`src/rtl/fir_seq_ctrl.sv`:
```
// rtl/fir_seq_ctrl.sv - FIR convolution sequencer over a circular stereo sample queue.
// Fills the queue, then runs one fixed-length read pass per new sample and captures the band sum.
module fir_seq_ctrl #(
  parameter int DEPTH   = 1024,
  parameter int TAPS    = 1021,
  parameter int SEQ_LEN = 1023,
  parameter int AW      = 10
) (
  input  logic          clk,
  input  logic          rst_n,
  input  logic          valid,
  input  logic [15:0]   lft_smpl,
  input  logic [15:0]   rght_smpl,
  output logic          wrt_en,
  output logic [AW-1:0] wrt_addr,
  output logic [15:0]   wrt_lft,
  output logic [15:0]   wrt_rght,
  output logic [AW-1:0] rd_addr,
  output logic          sequencing,
  input  logic [15:0]   band_lft,
  input  logic [15:0]   band_rght,
  output logic [15:0]   lft_out,
  output logic [15:0]   rght_out,
  output logic          out_vld,
  output logic          ovr
);

  localparam int FW = $clog2(TAPS + 1);
  localparam int SW = $clog2(SEQ_LEN);
  localparam logic [FW-1:0] TAPS_C   = FW'(TAPS);
  localparam logic [SW-1:0] SEQ_LAST = SW'(SEQ_LEN - 1);
  localparam logic [SW-1:0] RD_LAST  = SW'(TAPS - 1);

  typedef enum logic [2:0] {S_FILL, S_IDLE, S_WRITE, S_SEQ, S_DONE} state_t;

  state_t        state_q;
  logic [AW-1:0] new_ptr_q, old_ptr_q, rd_addr_q, wrt_addr_q;
  logic [AW-1:0] new_ptr_d, old_ptr_d;
  logic [FW-1:0] fill_cnt_q, fill_cnt_d;
  logic [SW-1:0] seq_cnt_q;
  logic          first_q, pend_q, wrt_en_q, sequencing_q, out_vld_q, ovr_q;
  logic [15:0]   pend_lft_q, pend_rght_q, wrt_lft_q, wrt_rght_q, lft_out_q, rght_out_q;
  logic          busy;

  always_comb begin
    new_ptr_d  = new_ptr_q + 1'b1;
    fill_cnt_d = fill_cnt_q + 1'b1;
    // The very first pass starts at entry 0; every later pass slides the window by one.
    old_ptr_d  = first_q ? old_ptr_q : old_ptr_q + 1'b1;
    busy       = (state_q == S_WRITE) || (state_q == S_SEQ) || (state_q == S_DONE);
  end

  always_ff @(posedge clk or negedge rst_n) begin
    if (!rst_n) begin
      state_q      <= S_FILL;
      new_ptr_q    <= '0;
      old_ptr_q    <= '0;
      rd_addr_q    <= '0;
      wrt_addr_q   <= '0;
      fill_cnt_q   <= '0;
      seq_cnt_q    <= '0;
      first_q      <= 1'b0;
      pend_q       <= 1'b0;
      pend_lft_q   <= '0;
      pend_rght_q  <= '0;
      wrt_en_q     <= 1'b0;
      wrt_lft_q    <= '0;
      wrt_rght_q   <= '0;
      sequencing_q <= 1'b0;
      out_vld_q    <= 1'b0;
      ovr_q        <= 1'b0;
      lft_out_q    <= '0;
      rght_out_q   <= '0;
    end else begin
      wrt_en_q  <= 1'b0;
      out_vld_q <= 1'b0;

      // A sample arriving mid-pass waits in the one-deep pending slot; a second one is lost.
      if (busy && valid) begin
        if (pend_q) begin
          ovr_q <= 1'b1;
        end else begin
          pend_q      <= 1'b1;
          pend_lft_q  <= lft_smpl;
          pend_rght_q <= rght_smpl;
        end
      end

      case (state_q)
        S_FILL: begin
          if (valid) begin
            wrt_en_q   <= 1'b1;
            wrt_addr_q <= new_ptr_q;
            wrt_lft_q  <= lft_smpl;
            wrt_rght_q <= rght_smpl;
            new_ptr_q  <= new_ptr_d;
            fill_cnt_q <= fill_cnt_d;
            if (fill_cnt_d == TAPS_C) begin
              state_q <= S_IDLE;
              first_q <= 1'b1;
            end
          end
        end
        S_IDLE: begin
          if (pend_q || valid) begin
            wrt_en_q   <= 1'b1;
            wrt_addr_q <= new_ptr_q;
            new_ptr_q  <= new_ptr_d;
            state_q    <= S_WRITE;
            if (pend_q) begin
              wrt_lft_q   <= pend_lft_q;
              wrt_rght_q  <= pend_rght_q;
              pend_q      <= valid;
              pend_lft_q  <= lft_smpl;
              pend_rght_q <= rght_smpl;
            end else begin
              wrt_lft_q  <= lft_smpl;
              wrt_rght_q <= rght_smpl;
            end
          end
        end
        S_WRITE: begin
          old_ptr_q    <= old_ptr_d;
          rd_addr_q    <= old_ptr_d;
          first_q      <= 1'b0;
          seq_cnt_q    <= '0;
          sequencing_q <= 1'b1;
          state_q      <= S_SEQ;
        end
        S_SEQ: begin
          if (seq_cnt_q < RD_LAST) begin
            rd_addr_q <= rd_addr_q + 1'b1;
          end
          if (seq_cnt_q == SEQ_LAST) begin
            lft_out_q    <= band_lft;
            rght_out_q   <= band_rght;
            sequencing_q <= 1'b0;
            out_vld_q    <= 1'b1;
            state_q      <= S_DONE;
          end else begin
            seq_cnt_q <= seq_cnt_q + 1'b1;
          end
        end
        S_DONE: begin
          state_q <= S_IDLE;
        end
        default: begin
          state_q <= S_FILL;
        end
      endcase
    end
  end

  assign wrt_en     = wrt_en_q;
  assign wrt_addr   = wrt_addr_q;
  assign wrt_lft    = wrt_lft_q;
  assign wrt_rght   = wrt_rght_q;
  assign rd_addr    = rd_addr_q;
  assign sequencing = sequencing_q;
  assign lft_out    = lft_out_q;
  assign rght_out   = rght_out_q;
  assign out_vld    = out_vld_q;
  assign ovr        = ovr_q;

endmodule

```
`config.mk`:
```
export PLATFORM = sky130hd
export DESIGN_NAME = fir_seq_ctrl
export DESIGN_NICKNAME = d
export VERILOG_FILES = /design/src/rtl/fir_seq_ctrl.sv
export SDC_FILE = /design/constraint.sdc
export NUM_CORES = 1
export LEC_CHECK = 0
export ABC_AREA = 0
export BUFFER_PORTS_ARGS = -buffer_cell sky130_fd_sc_hd__clkbuf_2
export CORE_UTILIZATION = 25
export CTS_BUF_LIST = sky130_fd_sc_hd__clkbuf_8
export DETAILED_ROUTE_END_ITERATION = 10
export PLACE_DENSITY_LB_ADDON = 0.25
export SKIP_LAST_GASP = 1
export SLEW_MARGIN = 20
export SYNTH_ARGS = -nofsm -noshare
export SYNTH_HDL_FRONTEND = slang
export SYNTH_SLANG_ARGS = --single-unit
```
`constraint.sdc`:
```
create_clock -name clk -period 3.65 [get_ports clk]
set_input_delay 0.73 -clock clk [delete_from_list [all_inputs] [get_ports clk]]
set_output_delay 0.73 -clock clk [all_outputs]
set_load 0.01 [all_outputs]
```
==> metrics.yaml <==
die:
  initial_utilization_pct: 25.4
  die_area_mm2: 0.0308
  coreArea_mm2: 0.0296
  io-pin-count: 155
  fp.dieW_um: 176
  rows: 63
  die_h_um: 176
route:
  drt_iter0_markers: 256
  num_vias: 5499
  antenna_left: 0
  drc: 0
  drt_pass1_iterations: 4
  wl_per_cell_um: 13.4
  finalWirelength_um: 17000
  viasPerCell: 4.33
setup_path:
  start_kind: "flop"
  critPathMaxStageDelay_ns: 0.72
  critPathArrivalTime_ns: 2.76
  r2r-end: "seq_cnt_q[4]"
  rrSetupSlack_ns: 1.27
  worst_path_max_delay_cell: "dfrtp_1"
  crit_buf_inv: 0
  cp_data_required_time_ns: 4.03
  crit_family: "simple AND/OR/NAND/NOR gates"
  worstPathCellList: "nand3b_1 > a31o_1 > or3_1 > a21oi_1"
  cp-end-kind: "flop"
  r2r.worst_path.cells: 4
  timing.rr.start: "state_q[0]"
  critPathKind: "reg -> reg"
  critPathMaxFanout: 20
global_routing:
  grt_pass1_wl_um: 29200
  globalRouteTotalUtil_pct: 11.8
  grt_max_degree: 78
  antenna_found_initial: 0
  gr-total-overflow: 0
  grt_pass1_vias: 5576
layout:
  fin_nets: 940
  fillers: 3175
  syn_to_final_growth_pct: 20.4
  diodes: 0
  final_layout_size_suffix_gt1_share_pct: 24.1
hold_path:
  holdCritPathClass: "in -> async"
cts:
  htreeDepth: 4
  cts-root-buf: "clkbuf_8"
  post_cts_buffers: 0
  cts.clk_slew.worst_paths_ns: 0.10
  cts_max_path_buffers: 2
  cts_buffers: 17
  cts_num_sinks: 165
  postCtsHoldBufs: 0
  clock_latency_ns: 0.46
  tritoncts: "built"
  ctsResizeCount: 0
placed_design:
  routabilityCongestion: 0.758
  pre_cts_ws_ns: 1.26
  dp_hpwl_um: 11500
  port_buffers: 154
synth:
  ys_seq_area_share_pct: 54.8
  synth_top_area_cell: "dfrtp_1"
  synth_cell_type_count: 70
  synth_cells: 723
  yosys-top-cells-area: "dfrtp_1 55%, nand2_1 9.8%, mux2_1 4.8%, mux2i_1 4.4%, o21ai_1 2.6%"
  synthArstFlopShare_pct: 100
  synth.avg_cell_area_um2: 10.4
  synth_area_mm2: 0.00753
  synth_edf_count: 0
  synth_ff_type: "dfrtp_1"
  synth_nets: 797
  synth_most_common_cell: "nand2_1"
  synth_top_area_share_pct: 54.8
  yosysWarnings: 0
  synth_seq_cells: 165
  synth_common_cells: "196 x nand2_1, 165 x dfrtp_1, 39 x o21ai_1, 33 x mux2i_1, 32 x mux2_1"
power_and_ir_drop:
  ir_worst_vdd_mv: 0.217
  p_seq_share_pct: 56.7
  p_int_w: 0.00245
  swShare_pct: 26.8
  powerDensity_mw_per_mm2: 369
  total_power_w: 0.00334
  combPwrFrac_pct: 3.9
  power.leakage_nw: 4.23
  p_sw_w: 0.000896
  clkPwrFrac_pct: 39.5
timing:
  period_share_pct: 65.2
  holdWs_ns: 0.215
  rsz0062_at_grt: "false"
  skew_ns: 0.0243
  finalCriticalPeriod_ns: 2.38
  setup_violations: 0
  finalHoldViolations: 0
  setup_tns_ns: 0
  slew_viol_final: 0
  max_freq_mhz: 420
  relSlewSlack_pct: 51.0
  tightest_slew_ns: 0.733
  fin_ws_ns: 1.27
run:
  maxCapViolations: 0
run_status:
  outcome: "finished clean"
-- power groups by stage --
stage	combinational [W]	clock [W]	sequential, W
final	0.000130	0.00132	0.00189
after global routing	0.000151	0.00146	0.00190
after CTS	0.000137	0.00139	0.00190
after detailed placement	0.000136	0	0.00193
after global placement	0.000135	0	0.00193
after floorplan	0.0000482	0	0.00193
-- how the worst max path moves through the flow --
| stage | endpoint | cells past startpoint | slack, ns | from |
|---|---|---|---|---|
| 2_1_floorplan | pend_lft_q[0] | 6 | 1.71 | valid |
| 3_3_place_gp | seq_cnt_q[4] | 4 | 1.28 | state_q[1] |
| 3_5_place_dp | seq_cnt_q[4] | 4 | 1.26 | state_q[1] |
| 4_1_cts | seq_cnt_q[4] | 4 | 1.25 | state_q[0] |
| 5_1_grt | seq_cnt_q[4] | 4 | 1.08 | state_q[0] |
| 6_report | seq_cnt_q[4] | 4 | 1.27 | state_q[0] |
-- state kept, by name, summed over array words and instances (netlist names), 10 cells and up --
register and cells:
pend_rght_q 16, pend_lft_q 16, seq_cnt_q 10, fill_cnt_q 10, wrt_lft 16, lft_out 16, wrt_rght 16, old_ptr_q 10
wrt_addr 10, new_ptr_q 10, rd_addr 10, rght_out 16
-- worst register-to-register path: cells and delay by family (launching register included) --
| kind | cells | cell delay, ns |
|---|---|---|
| and+or+nand+nor | 2 | 0.99 |
| AOI/OAI and AO/OA | 2 | 0.61 |
| DFF | 1 | 0.72 |
-- through the flow --
stage          std cells  instance area (um^2)  util (%)
2_1_floorplan        723                  7530         -
3_5_place_dp        1237                  8680      29.3
6_report            1269                  9060      30.6
3_3_place_gp        1237                  8680      29.3
4_1_cts             1269                  9060      30.6
5_1_grt             1269                  9060      30.6
-- kinds of logic (layout without fill, tap and decap cells) --
logic type	Yosys count	in the layout	synth area share (%)
DFF	165	165	54.8
buffers and inverters	48	204	3.21
xor gates and xnor gates	34	34	3.95
adders and majority gates	7	7	1.16
AOI/OAI and AO/OA	107	107	8.97
and+or+nand+nor	296	296	18.5
muxes	66	66	9.32
-- per-layer routing --
layer,GRT usage [%],vias up,share of wire [%]
li1,-,2763,-
met1,16.1,2604,50
met2,18.7,119,45
met3,2.84,13,4.4
met4,3.08,0,0.90
met5,0,-,0
-- cell usage in the layout, fill, tap and decap left out, types with 3 or more instances in the layout --
master / n
xor2_1: 14
and2_1: 3
nand4_1: 10
ha_1: 7
nand2b_1: 5
nand3_1: 8
dfrtp_1: 165
o21ai_1: 39
inv_1: 9
nor4_1: 5
o21ai_0: 13
clkbuf_2: 153
and3_1: 3
nand4b_4: 3
a31oi_1: 6
inv_6: 7
mux2_1: 32
o211ai_1: 3
a21oi_1: 18
buf_4: 6
clkbuf_8: 17
nor2_1: 29
nand2_1: 196
mux2i_1: 33
nand3b_1: 4
nor3_1: 7
inv_8: 3
xnor2_1: 20
-- final cells by class --
cell class                 instances  area (um^2)  area share [%]
tap                              390          488            5.38
timing repair buffer             161          842            9.29
sequential                       165         4130            45.6
clock buffer                      17          234            2.58
multi-input combinational        510         3180            35.0
inverter                          11         41.3           0.456
clock inverter                    15          153            1.68
Note: power is estimated with default switching activity, not from simulation.
